### config.mk
export PLATFORM = sky130hd
export DESIGN_NAME = bram_stream_reader
export DESIGN_NICKNAME = d
export VERILOG_FILES = /design/src/rtl/bram_rd_pkg.sv /design/src/rtl/stream_fifo2.sv /design/src/rtl/bram_stream_reader.sv
export SDC_FILE = /design/constraint.sdc
export NUM_CORES = 1
export LEC_CHECK = 0
export BUFFER_PORTS_ARGS = -buffer_cell sky130_fd_sc_hd__buf_2
export CAP_MARGIN = 20
export CORE_MARGIN = 10
export CORE_UTILIZATION = 55
export CTS_CLUSTER_DIAMETER = 30
export DETAILED_ROUTE_END_ITERATION = 8
export PLACE_DENSITY_LB_ADDON = 0.15
export SYNTH_ARGS = -nofsm -noshare
export SYNTH_HDL_FRONTEND = slang
export SYNTH_SLANG_ARGS = --single-unit
### constraint.sdc
create_clock -name clk -period 4.5 [get_ports clk]
set_input_delay 0 -clock clk [delete_from_list [all_inputs] [get_ports clk]]
set_output_delay 0 -clock clk [all_outputs]
set_load 0.05 [all_outputs]
### src/rtl/bram_rd_pkg.sv
// Shared definitions for the BRAM read sequencer and its stream FIFO.
package bram_rd_pkg;

  typedef enum logic [1:0] {
    ST_IDLE  = 2'd0,
    ST_READ  = 2'd1,
    ST_DRAIN = 2'd2
  } state_t;

  localparam int FIFO_DEPTH = 2;
  localparam int OCC_W      = $clog2(FIFO_DEPTH + 1);

endpackage

### src/rtl/stream_fifo2.sv
// Two-entry register FIFO carrying a data word plus a last flag.
// The head entry is always slot 0, so head outputs come straight from flops.
// Pops on an empty FIFO and pushes into a full FIFO without a pop are ignored.
module stream_fifo2
  import bram_rd_pkg::*;
#(
  parameter int W = 32
) (
  input  logic             clk,
  input  logic             rst,
  input  logic             i_push,
  input  logic [W-1:0]     i_push_data,
  input  logic             i_push_last,
  input  logic             i_pop,
  output logic [OCC_W-1:0] o_occ,
  output logic [W-1:0]     o_head_data,
  output logic             o_head_last
);

  logic [W-1:0]     r_d0, r_d1;
  logic             r_l0, r_l1;
  logic [OCC_W-1:0] r_occ;
  logic             w_pop, w_push;

  assign w_pop  = i_pop && (r_occ != '0);
  assign w_push = i_push && ((r_occ != OCC_W'(FIFO_DEPTH)) || w_pop);

  // Slot 0 is the head; slot 1 shifts forward on a pop.
  always_ff @(posedge clk or posedge rst) begin
    if (rst) begin
      r_d0  <= '0;
      r_d1  <= '0;
      r_l0  <= 1'b0;
      r_l1  <= 1'b0;
      r_occ <= '0;
    end else begin
      case ({w_push, w_pop})
        2'b10: begin
          if (r_occ == '0) begin
            r_d0 <= i_push_data;
            r_l0 <= i_push_last;
          end else begin
            r_d1 <= i_push_data;
            r_l1 <= i_push_last;
          end
          r_occ <= r_occ + 1'b1;
        end
        2'b01: begin
          r_d0  <= r_d1;
          r_l0  <= r_l1;
          r_occ <= r_occ - 1'b1;
        end
        2'b11: begin
          if (r_occ == OCC_W'(1)) begin
            r_d0 <= i_push_data;
            r_l0 <= i_push_last;
          end else begin
            r_d0 <= r_d1;
            r_l0 <= r_l1;
            r_d1 <= i_push_data;
            r_l1 <= i_push_last;
          end
        end
        default: ;
      endcase
    end
  end

  assign o_occ       = r_occ;
  assign o_head_data = r_d0;
  assign o_head_last = r_l0;

endmodule

### src/rtl/bram_stream_reader.sv
// Read-side sequencer: issues a run of BRAM reads, absorbs the one-cycle
// read latency and streams words out with valid/ready backpressure.
// Optional feature macro: BRAM_READER_STRIDE_EN adds the stride port;
// otherwise the address step is fixed at 1.
module bram_stream_reader
  import bram_rd_pkg::*;
#(
  parameter int DWIDTH = 32,
  parameter int AWIDTH = 9
) (
  input  logic              clk,
  input  logic              rst,
  input  logic              start,
  input  logic [AWIDTH-1:0] base_addr,
  input  logic [AWIDTH:0]   count,
`ifdef BRAM_READER_STRIDE_EN
  input  logic [AWIDTH-1:0] stride,
`endif
  output logic              busy,
  output logic              done,
  output logic [AWIDTH-1:0] rd_addr,
  output logic              rd_ce,
  input  logic [DWIDTH-1:0] rd_data,
  output logic [DWIDTH-1:0] m_data,
  output logic              m_valid,
  input  logic              m_ready,
  output logic              m_last
);

  state_t            r_state;
  logic [AWIDTH-1:0] r_addr;
  logic [AWIDTH-1:0] r_step;
  logic [AWIDTH:0]   r_count;
  logic [AWIDTH:0]   r_issued;
  logic              r_inflight;
  logic              r_inflight_last;
  logic              r_busy;
  logic              r_done;

  logic [OCC_W-1:0]  w_occ;
  logic [DWIDTH-1:0] w_head_data;
  logic              w_head_last;
  logic              w_valid;
  logic              w_pop;
  logic [OCC_W:0]    w_pend;
  logic              w_issue_last;
  logic              w_rd_ce;

  assign w_valid      = (w_occ != '0);
  assign w_pop        = w_valid && m_ready;
  assign w_issue_last = (r_issued == r_count - 1'b1);
  // Words already owned (queued or in flight) after this cycle's pop; issuing
  // only while this is below the FIFO depth keeps the FIFO from overflowing.
  assign w_pend  = {1'b0, w_occ} + {{OCC_W{1'b0}}, r_inflight} - {{OCC_W{1'b0}}, w_pop};
  assign w_rd_ce = (r_state == ST_READ) && (r_issued < r_count) &&
                   (w_pend < (OCC_W+1)'(FIFO_DEPTH));

  // Sequencer FSM: latches the command, walks addresses, waits for last pop.
  always_ff @(posedge clk or posedge rst) begin
    if (rst) begin
      r_state         <= ST_IDLE;
      r_addr          <= '0;
      r_step          <= '0;
      r_count         <= '0;
      r_issued        <= '0;
      r_inflight      <= 1'b0;
      r_inflight_last <= 1'b0;
      r_busy          <= 1'b0;
      r_done          <= 1'b0;
    end else begin
      r_done          <= 1'b0;
      r_inflight      <= w_rd_ce;
      r_inflight_last <= w_rd_ce && w_issue_last;
      case (r_state)
        ST_IDLE: begin
          if (start) begin
            r_addr   <= base_addr;
            r_count  <= count;
            r_issued <= '0;
`ifdef BRAM_READER_STRIDE_EN
            r_step   <= stride;
`else
            r_step   <= AWIDTH'(1);
`endif
            if (count == '0) begin
              r_done <= 1'b1;
            end else begin
              r_busy  <= 1'b1;
              r_state <= ST_READ;
            end
          end
        end
        ST_READ: begin
          if (w_rd_ce) begin
            r_addr   <= r_addr + r_step;
            r_issued <= r_issued + 1'b1;
            if (w_issue_last) r_state <= ST_DRAIN;
          end
        end
        ST_DRAIN: begin
          if (w_pop && w_head_last) begin
            r_busy  <= 1'b0;
            r_done  <= 1'b1;
            r_state <= ST_IDLE;
          end
        end
        default: r_state <= ST_IDLE;
      endcase
    end
  end

  stream_fifo2 #(.W(DWIDTH)) u_fifo (
    .clk         (clk),
    .rst         (rst),
    .i_push      (r_inflight),
    .i_push_data (rd_data),
    .i_push_last (r_inflight_last),
    .i_pop       (w_pop),
    .o_occ       (w_occ),
    .o_head_data (w_head_data),
    .o_head_last (w_head_last)
  );

  assign busy    = r_busy;
  assign done    = r_done;
  assign rd_addr = r_addr;
  assign rd_ce   = w_rd_ce;
  assign m_data  = w_head_data;
  assign m_valid = w_valid;
  assign m_last  = w_head_last && w_valid;

endmodule

After elaboration in Yosys (flattened, before gate mapping)
Cells that the tools add are included.

Word-level logic and storage cells: 96. Flip-flop bits (word level): 104. Bits of input ports: 55.

Mux-type cells: 33. Reductions and logical operators: 24. Add/sub/neg operators: 7. Order comparisons: 2. Equality and inequality tests: 16.

Operators by type and width (count): $mux 32 (4); $pmux 32 s3 (1); $pmux 32 s2 (1); $mux 10 (2); $pmux 10 s2 (1); $mux 9 (2); $pmux 9 s2 (1); $ne 2x2->1 const B (8); $add 10x1->10 const B (1); $eq 10x10->1 (1); $logic_not 10->1 (1); $lt 10x10->1 (1); $mux 1 (10); $mux 2 (5); $reduce_bool 2->1 (5); $sub 10x1->10 const B (1); $add 9x1->9 (1); $logic_and 1x1->1 (8); $eq 2x1->1 const B (3); $eq 2x2->1 const B (3); $pmux 1 s2 (3); $pmux 2 s3 (1); $reduce_and 3->1 (2); $reduce_and 5->1 (1); other kinds (13) (15).

Longest topological paths before layout
Gate-level depths: netlist (run 1).

Depth in word-level cells: 8. Mapped depth: 16. Depth with buffers taken out: 14.

Hierarchy
Synthesis (run 1) repeated with hierarchy kept, for this count alone.

Cell total of the unflattened synthesis: 547. Area total of the unflattened synthesis: 5431.5 µm².

Modules (own cells, without submodules): stream_fifo2 (sequential area each 1701.6 µm², cells an instance 283, area each 3101.7 µm², instances 1); bram_stream_reader (sequential area each 900.9 µm², cells an instance 264, area each 2329.7 µm², instances 1).

Worst setup path after synthesis (run 1)
No wires, ideal clock.

Kind: register to register. Start: register u_fifo.r_occ[1] (netlist: u_fifo.o_occ[1]). End: register r_issued[8]. Path buffers: 0. Required time: 4422 ps. Data arrival time: 3497 ps. Slack: 926 ps. Stages on the path, launching flop included: 15. Library setup time: 78 ps. Path through: dfrtp_1 > inv_1 > ha_1 > inv_1 > nand2_1 > inv_1 > ha_1 > nand2b_1 > fa_1 > xor2_1 > a2111oi_4 > o31a_2 > a21oi_2 > or4_1 > a21oi_1.

Word-level cells in the longest chain between the ends: 7.

Ends and longest elaborated chain: start: declaration (line stream_fifo2.sv:22) `logic [OCC_W-1:0] r_occ;`; start signal: assignment (line stream_fifo2.sv:46) `r_occ <= r_occ + 1'b1;`; start signal: assignment (line stream_fifo2.sv:51) `r_occ <= r_occ - 1'b1;`; $reduce_bool 2->1 (line bram_stream_reader.sv:49) `assign w_valid = (w_occ != '0);`; via m_valid (line bram_stream_reader.sv:25) `output logic m_valid,`; $logic_and 1x1->1 (line bram_stream_reader.sv:50) `assign w_pop = w_valid && m_ready;`; $sub 3x1->3 (line bram_stream_reader.sv:54) `assign w_pend = {1'b0, w_occ} + {{OCC_W{1'b0}}, r_inflight} - {{OCC_W{1'b0}}, w_pop};`; $lt 3x2->1 (line bram_stream_reader.sv:56) `(w_pend < (OCC_W+1)'(FIFO_DEPTH));`; $logic_and 1x1->1 (line bram_stream_reader.sv:55) `assign w_rd_ce = (r_state == ST_READ) && (r_issued < r_count) &&`; $ne 2x2->1 (no source line); $reduce_and 3->1 (no source line); end signal: assignment (line bram_stream_reader.sv:96) `r_issued <= r_issued + 1'b1;`; end: declaration (line bram_stream_reader.sv:34) `logic [AWIDTH:0] r_issued;`.

The timed path passes the listed nets, and every way through them passes these cells. A chain may end at the register's enable or synchronous reset.

Worst setup path in the final report (run 1)
Start: register u_fifo.r_occ[1] (netlist: u_fifo.o_occ[1]). End: register r_issued[8].

Word-level cells in the longest chain between the ends: 7.

Ends and longest elaborated chain (line): branches (longest 2 deep; another with $add 2x1->3); $sub 3x1->3 (*) (bram_stream_reader.sv:54); $lt 3x2->1 (*) (bram_stream_reader.sv:56); $logic_and 1x1->1 (*) (bram_stream_reader.sv:55); $ne 2x2->1 (no source line) (*); $reduce_and 3->1 (no source line) (*).

Mark *: on every way between the ends.

==> results_dict.tcl, run 1 <==
set metrics [dict create \
    drv_slew 0 \
    postCtsSetupBuffers 0 \
    ys_warn_count 0 \
    clock_power_share_pct 13.8 \
    synth_edf_count 0 \
    worst_hold_slack_ps 21.7 \
    clk_pin_slew_ps 100 \
    grtUsageMet1_pct 22.3 \
    grt_usage_pct 19.8 \
    nFillCells 661 \
    clockBufferDepth 2 \
    min_period_ps 3910 \
    fp.dieW_microns 116 \
    crit_type "reg -> reg" \
    grt_use_met2_pct 35.0 \
    io_pins 101 \
    rsz0062_at_grt "no" \
    rrSetupSlack_ps 590 \
    htreeDepth 3 \
    status "completed" \
    hold_viol_final 0 \
    syn-cell-area_sq_um 5120 \
    gp_congestion 0.816 \
    synthToLayoutAreaGrowth_pct 25.8 \
    synth_area_per_cell_sq_um 10.3 \
    cp-start-kind "flip-flop" \
    ys_ff_latch 104 \
    power_density_nw_per_um2 624 \
    cts_tree "yes" \
    grt_pass1_vias 4499 \
    async_reset_ff_share_pct 100 \
    coreArea_sq_um 9150 \
    antenna_found_initial 0 \
    peakVddDrop_mv 0.443 \
    grt-ovfl-total 0 \
    p_sw_share_pct 46.7 \
    busiest_layer "met2" \
    ys_top_cells_by_area "dfrtp_1 51%, mux2_2 6.8%, nand2_1 6.7%, a22oi_1 5.1%, ha_1 4.4%" \
    synthFlopType "dfrtp_1" \
    netlist_instances 498 \
    wl_mm 13.0 \
    initial_core_util_pct 56.0 \
    comb_power_share_pct 48.8 \
    ant_nets 0 \
    p_int_uw 2140 \
    ys_seq_area_share_pct 50.8 \
    cts-buffers-inserted 9 \
    insertion_delay_ps 380 \
    clkSinkCount 104 \
    drc 0 \
    num_rows 35 \
    grtUsageMet3_pct 5.08 \
    max-cap-violations 0 \
    setup_ws_ps 593 \
    slew_headroom_pct 35.7 \
    drive_gt1_share_pct 25.7 \
    skew_ps 10.0 \
    grt_max_degree 56 \
    fmax_mhz 256 \
    hpwl_mm 8.84 \
    end_kind "flip-flop" \
    setup-tns-final_ps 0 \
    first_pass_iters 4 \
    fp.dieH_microns 116 \
    required_ps 4790 \
    timing.final.crit_share_pct 86.8 \
    synthDistinctLibCells 50 \
    dieArea_sq_um 13600 \
    cts_root_buf "clkbuf_8" \
    crit_fanout 37 \
    synth_top_area_share_pct 50.8 \
    synth_area_leader_cell "dfrtp_1" \
    grt_pass1_wl_mm 21.4 \
    seqPwrFrac_pct 37.5 \
    leakagePower_uw 0.00303 \
    fin_nets 720 \
    vias 4238 \
    detail_route.vias_per_cell 5.56 \
    wl_per_cell_microns 17.1 \
    synth_nets 572 \
    worstPathArrival_ps 4200 \
    drtIter0Drc 225 \
    numPortBuffers 100 \
    p_sw_uw 1880 \
    tightest_slew_ps 965 \
    hold_path.class "in -> reg" \
    diodes 0 \
    setup_viol 0 \
    pre_cts_ws_ps 632 \
]
per-layer routing:
metal,share of wire [%],wire [microns]
met5,0,0
met4,2.2,287
met2,53,6860
met3,4.6,603
met1,40,5260
layout by cell type (no fill, tap or decap), drive strengths merged, types with 4 or more instances in the layout:
| cell | n |
|---|---|
| nor3b | 4 |
| nand2b | 5 |
| nor4 | 7 |
| clkbuf | 11 |
| nor3 | 4 |
| inv | 24 |
| dfrtp | 104 |
| xnor2 | 10 |
| o21a | 5 |
| or4 | 4 |
| a21oi | 24 |
| a22oi | 35 |
| buf | 106 |
| nor2 | 16 |
| ha | 18 |
| o21ai | 34 |
| nand2 | 92 |
| and3 | 7 |
| or3 | 5 |
| mux2 | 33 |
| dlygate4sd3 | 52 |
| nand3 | 10 |
stage by stage:
step	util [%]	instance area (sq um)	power, uW	instances
floorplan	-	5120	2960	498
global placement	62.7	5740	3380	694
detailed placement	62.7	5740	3460	694
CTS	70.4	6440	4050	762
global route	70.4	6440	4280	762
finish	70.4	6440	4020	762
kinds of logic after synthesis:
logic type,after synthesis,share of synthesized area [%]
simple gates,165,15.3
compound gates,118,15.7
flops,104,50.8
buf+inv,44,3.49
mux,36,7.84
fa+ha+maj,19,4.79
xor+xnor,12,2.05
flip-flops by register name, indices dropped and copies added, names as in the netlist:
register,cells
r_inflight_last,1
done,1
busy,1
u_fifo.r_l1,1
rd_addr,9
r_issued,10
u_fifo.r_d1,32
r_state,2
u_fifo.o_head_data,32
r_step,1
u_fifo.o_occ,2
r_count,10
u_fifo.o_head_last,1
r_inflight,1
power by group through the flow:
stage	Clock (uW)	Sequential, uW	Combinational (uW)
2_1_floorplan	0	1980	975
3_3_place_gp	0	1500	1880
3_5_place_dp	0	1510	1950
4_1_cts	567	1500	1980
5_1_grt	598	1550	2130
6_report	553	1510	1960
critical path, stage by stage (launching register included):
cell and delay (ps):
dfrtp_1 460, inv_1 130, ha_1 250, inv_1 80, nand2_1 190, inv_1 150
ha_1 290, nand2b_1 160, fa_1 390, xor2_1 180, a2111oi_4 330, o31a_2 220
a21oi_2 50, buf_4 270, or4_1 500, a21oi_1 160
worst paths after layout:
check / depth (start not counted) / endpoint / startpoint
min in group asynchronous: 3 / rd_addr[1] / rst
hold / removal: 4 / rd_addr[7] / base_addr[7]
setup / recovery: 15 / r_issued[8] / u_fifo.o_occ[1]
hold reg to reg: 1 / done / r_state[0]
max in group asynchronous: 4 / u_fifo.o_head_data[4] / rst
setup reg to reg: 15 / r_issued[8] / u_fifo.o_occ[1]
layout make-up:
cell class                      count  area [sq um]  area share, %
Clock buffer                       11           141           2.20
Multi-Input combinational cell    350          2360           36.7
Timing Repair Buffer              158          1070           16.6
Tap cell                          111           139           2.16
Inverter                           23          88.8           1.38
Clock inverter                      5          40.0          0.622
Sequential cell                   104          2600           40.4
synthesized netlist by cell type (all sizes together), types with 3 or more instances:
cell / number
dfrtp: 104
nand2: 92
a22oi: 35
o21ai: 34
mux2: 33
a21oi: 24
inv: 23
ha: 18
nor2: 16
clkbuf: 15
nand3: 10
xnor2: 10
and3: 7
nor4: 7
buf: 6
nand2b: 5
o21a: 5
or3: 5
nor3: 4
nor3b: 4
or4: 4
a31o: 3
a31oi: 3
mux2i: 3
nor2b: 3
o31a: 3
repair_timing:
action	4_1_cts	5_1_grt
endpoints found under the hold margin	135	0
gates resized for setup	0	0
hold buffers	52	0
Note: power is estimated with default switching activity, not from simulation.
==> run 2: changes to the inputs <==
--- a/config.mk
+++ b/config.mk
@@ -7,11 +7,12 @@
 export LEC_CHECK = 0
 export BUFFER_PORTS_ARGS = -buffer_cell sky130_fd_sc_hd__buf_2
 export CAP_MARGIN = 20
-export CORE_MARGIN = 10
+export CORE_MARGIN = 5
 export CORE_UTILIZATION = 55
 export CTS_CLUSTER_DIAMETER = 30
 export DETAILED_ROUTE_END_ITERATION = 8
 export PLACE_DENSITY_LB_ADDON = 0.15
+export RECOVER_POWER = 100
 export SYNTH_ARGS = -nofsm -noshare
 export SYNTH_HDL_FRONTEND = slang
 export SYNTH_SLANG_ARGS = --single-unit
==> run 2 against run 1 <==
  * The run now ends with max-capacitance violations, max-slew violations left
  * Combinational power shrank 4%
  * Clock-buffer cell count down 1
  * Clock power shrank 3%
  * Total power fell by 2.1%
  * Maximum frequency increased by 0.57%
  * Via count increased by 0.45%
  * Clock skew grew 0.71 ps
  * Sequential power is essentially flat
  * Sequential share of layout area grew 0.65 points
  * Highest routed layer unchanged
==> results_dict.tcl, run 2 (synthesis gave the netlist of run 1 again) <==
set metrics [dict create \
    fp.dieW_microns 106 \
    drc 0 \
    rsz0062_at_grt "no" \
    grt-ovfl-total 0 \
    synthToLayoutAreaGrowth_pct 23.8 \
    diodes 0 \
    crit_fanout 37 \
    clock_power_share_pct 13.6 \
    drtIter0Drc 194 \
    grt_pass1_vias 4515 \
    grt_pass1_wl_mm 21.3 \
    required_ps 4770 \
    setup_ws_ps 615 \
    final_common_cell "dfrtp_1" \
    antenna_found_initial 0 \
    nFillCells 711 \
    power_density_nw_per_um2 621 \
    hpwl_mm 8.47 \
    cts-buffers-inserted 9 \
    num_rows 35 \
    comb_power_share_pct 48.0 \
    drive_gt1_share_pct 17.5 \
    htreeDepth 3 \
    tightest_slew_ps 2220 \
    cp-start-kind "flip-flop" \
    first_pass_iters 4 \
    crit_type "reg -> reg" \
    end_kind "flip-flop" \
    initial_core_util_pct 56.0 \
    grt_usage_pct 23.2 \
    worstPathArrival_ps 4160 \
    p_int_uw 2080 \
    coreArea_sq_um 9150 \
    pre_cts_ws_ps 625 \
    peakVddDrop_mv 0.519 \
    min_period_ps 3880 \
    fmax_mhz 257 \
    p_sw_share_pct 47.2 \
    wl_per_cell_microns 16.2 \
    insertion_delay_ps 360 \
    cts_tree "yes" \
    vias 4257 \
    hold_viol_final 0 \
    clkSinkCount 104 \
    violations "max-capacitance violations, max-slew violations" \
    wl_mm 12.3 \
    dieArea_sq_um 11300 \
    multiInputGateArea_sq_um 2340 \
    status "complete, but fails checks" \
    post_cts_resized 0 \
    numPortBuffers 100 \
    skew_ps 10.7 \
    fp.dieH_microns 106 \
    fin_nets 720 \
    setup-tns-final_ps 0 \
    leakagePower_uw 0.00287 \
    cts_root_buf "clkbuf_8" \
    clk_pin_slew_ps 100 \
    hold_path.class "in -> reg" \
    postCtsSetupBuffers 0 \
    layout_common_cells "104 x dfrtp_1, 92 x nand2_1, 52 x dlygate4sd3_1, 52 x buf_2, 51 x clkbuf_1" \
    io_pins 101 \
    max-cap-violations 1 \
    detail_route.vias_per_cell 5.59 \
    p_sw_uw 1860 \
    gp_congestion 0.839 \
    grt_max_degree 55 \
    drv_slew 52 \
    timing.final.crit_share_pct 86.3 \
    seqPwrFrac_pct 38.4 \
    rrSetupSlack_ps 620 \
    setup_viol 0 \
    seq_area_sq_um 2600 \
    ant_nets 0 \
    slew_headroom_pct -49.0 \
    clockBufferDepth 2 \
]
-- run 2: cell types whose count changed in the layout (fill, tap and decap cells not counted), moves of 2 or more --
cell        previous run  this run
clkinvlp_4             2         0
clkbuf_1               1        51
buf_2                100        52
buf_4                  6         3
inv_6                  0         4
-- run 2: what timing repair did --
item,CTS,global route
hold buffers,52,0
endpoints found under the setup margin,0,0
endpoints found under the hold margin,136,0
-- run 2: final timing paths --
path	to	start	cells past startpoint
max reg2reg	r_issued[8]	u_fifo.o_occ[1]	15
min reg2reg	done	r_state[0]	1
max in group asynchronous	u_fifo.r_d1[22]	rst	4
min in group asynchronous	rd_addr[1]	rst	3
max	r_issued[8]	u_fifo.o_occ[1]	15
min	rd_addr[7]	base_addr[7]	4
-- run 2: routing by layer --
layer	global-route usage, %	part of all wire (%)
met5	0	0
met4	6.12	1.3
met2	41.9	53
met1	28.1	41
met3	5.10	4.9
-- run 2: area by class of cell --
cell class | count | share of cell area (%)
clock inverters | 6 | 0.770
flip-flops and latches | 104 | 41.1
clock buffers | 10 | 2.01
well taps | 111 | 2.19
inverters | 23 | 1.38
multi-input cells | 350 | 36.9
repair buffers | 158 | 15.7
-- run 2: power by group through the flow --
stage | Combinational (uW) | Sequential (uW) | Clock (uW)
floorplan | 975 | 1980 | 0
global placement | 1870 | 1490 | 0
detailed placement | 1930 | 1520 | 0
CTS | 1970 | 1500 | 552
global route | 2060 | 1550 | 599
finish | 1890 | 1510 | 536
-- run 2: metrics by stage --
step	hold slack [ps]	total power [uW]	instance area (sq um)	instances	util [%]
after floorplan	113	2960	5120	498	-
after global placement	138	3360	5740	694	62.7
after detailed placement	140	3460	5740	694	62.7
after CTS	40.5	4020	6430	762	70.3
after global routing	48.7	4210	6340	762	69.3
final	52.1	3930	6340	762	69.3
-- run 2: worst max-delay path, cell delays in order (launching register included) --
cell	delay (ps)
dfrtp_1	460
inv_1	140
ha_1	260
inv_1	70
nand2_1	180
inv_1	150
ha_1	290
nand2b_1	160
fa_1	400
xor2_1	180
a2111oi_4	330
o31a_2	210
a21oi_1	60
buf_4	280
or4_1	480
a21oi_1	150
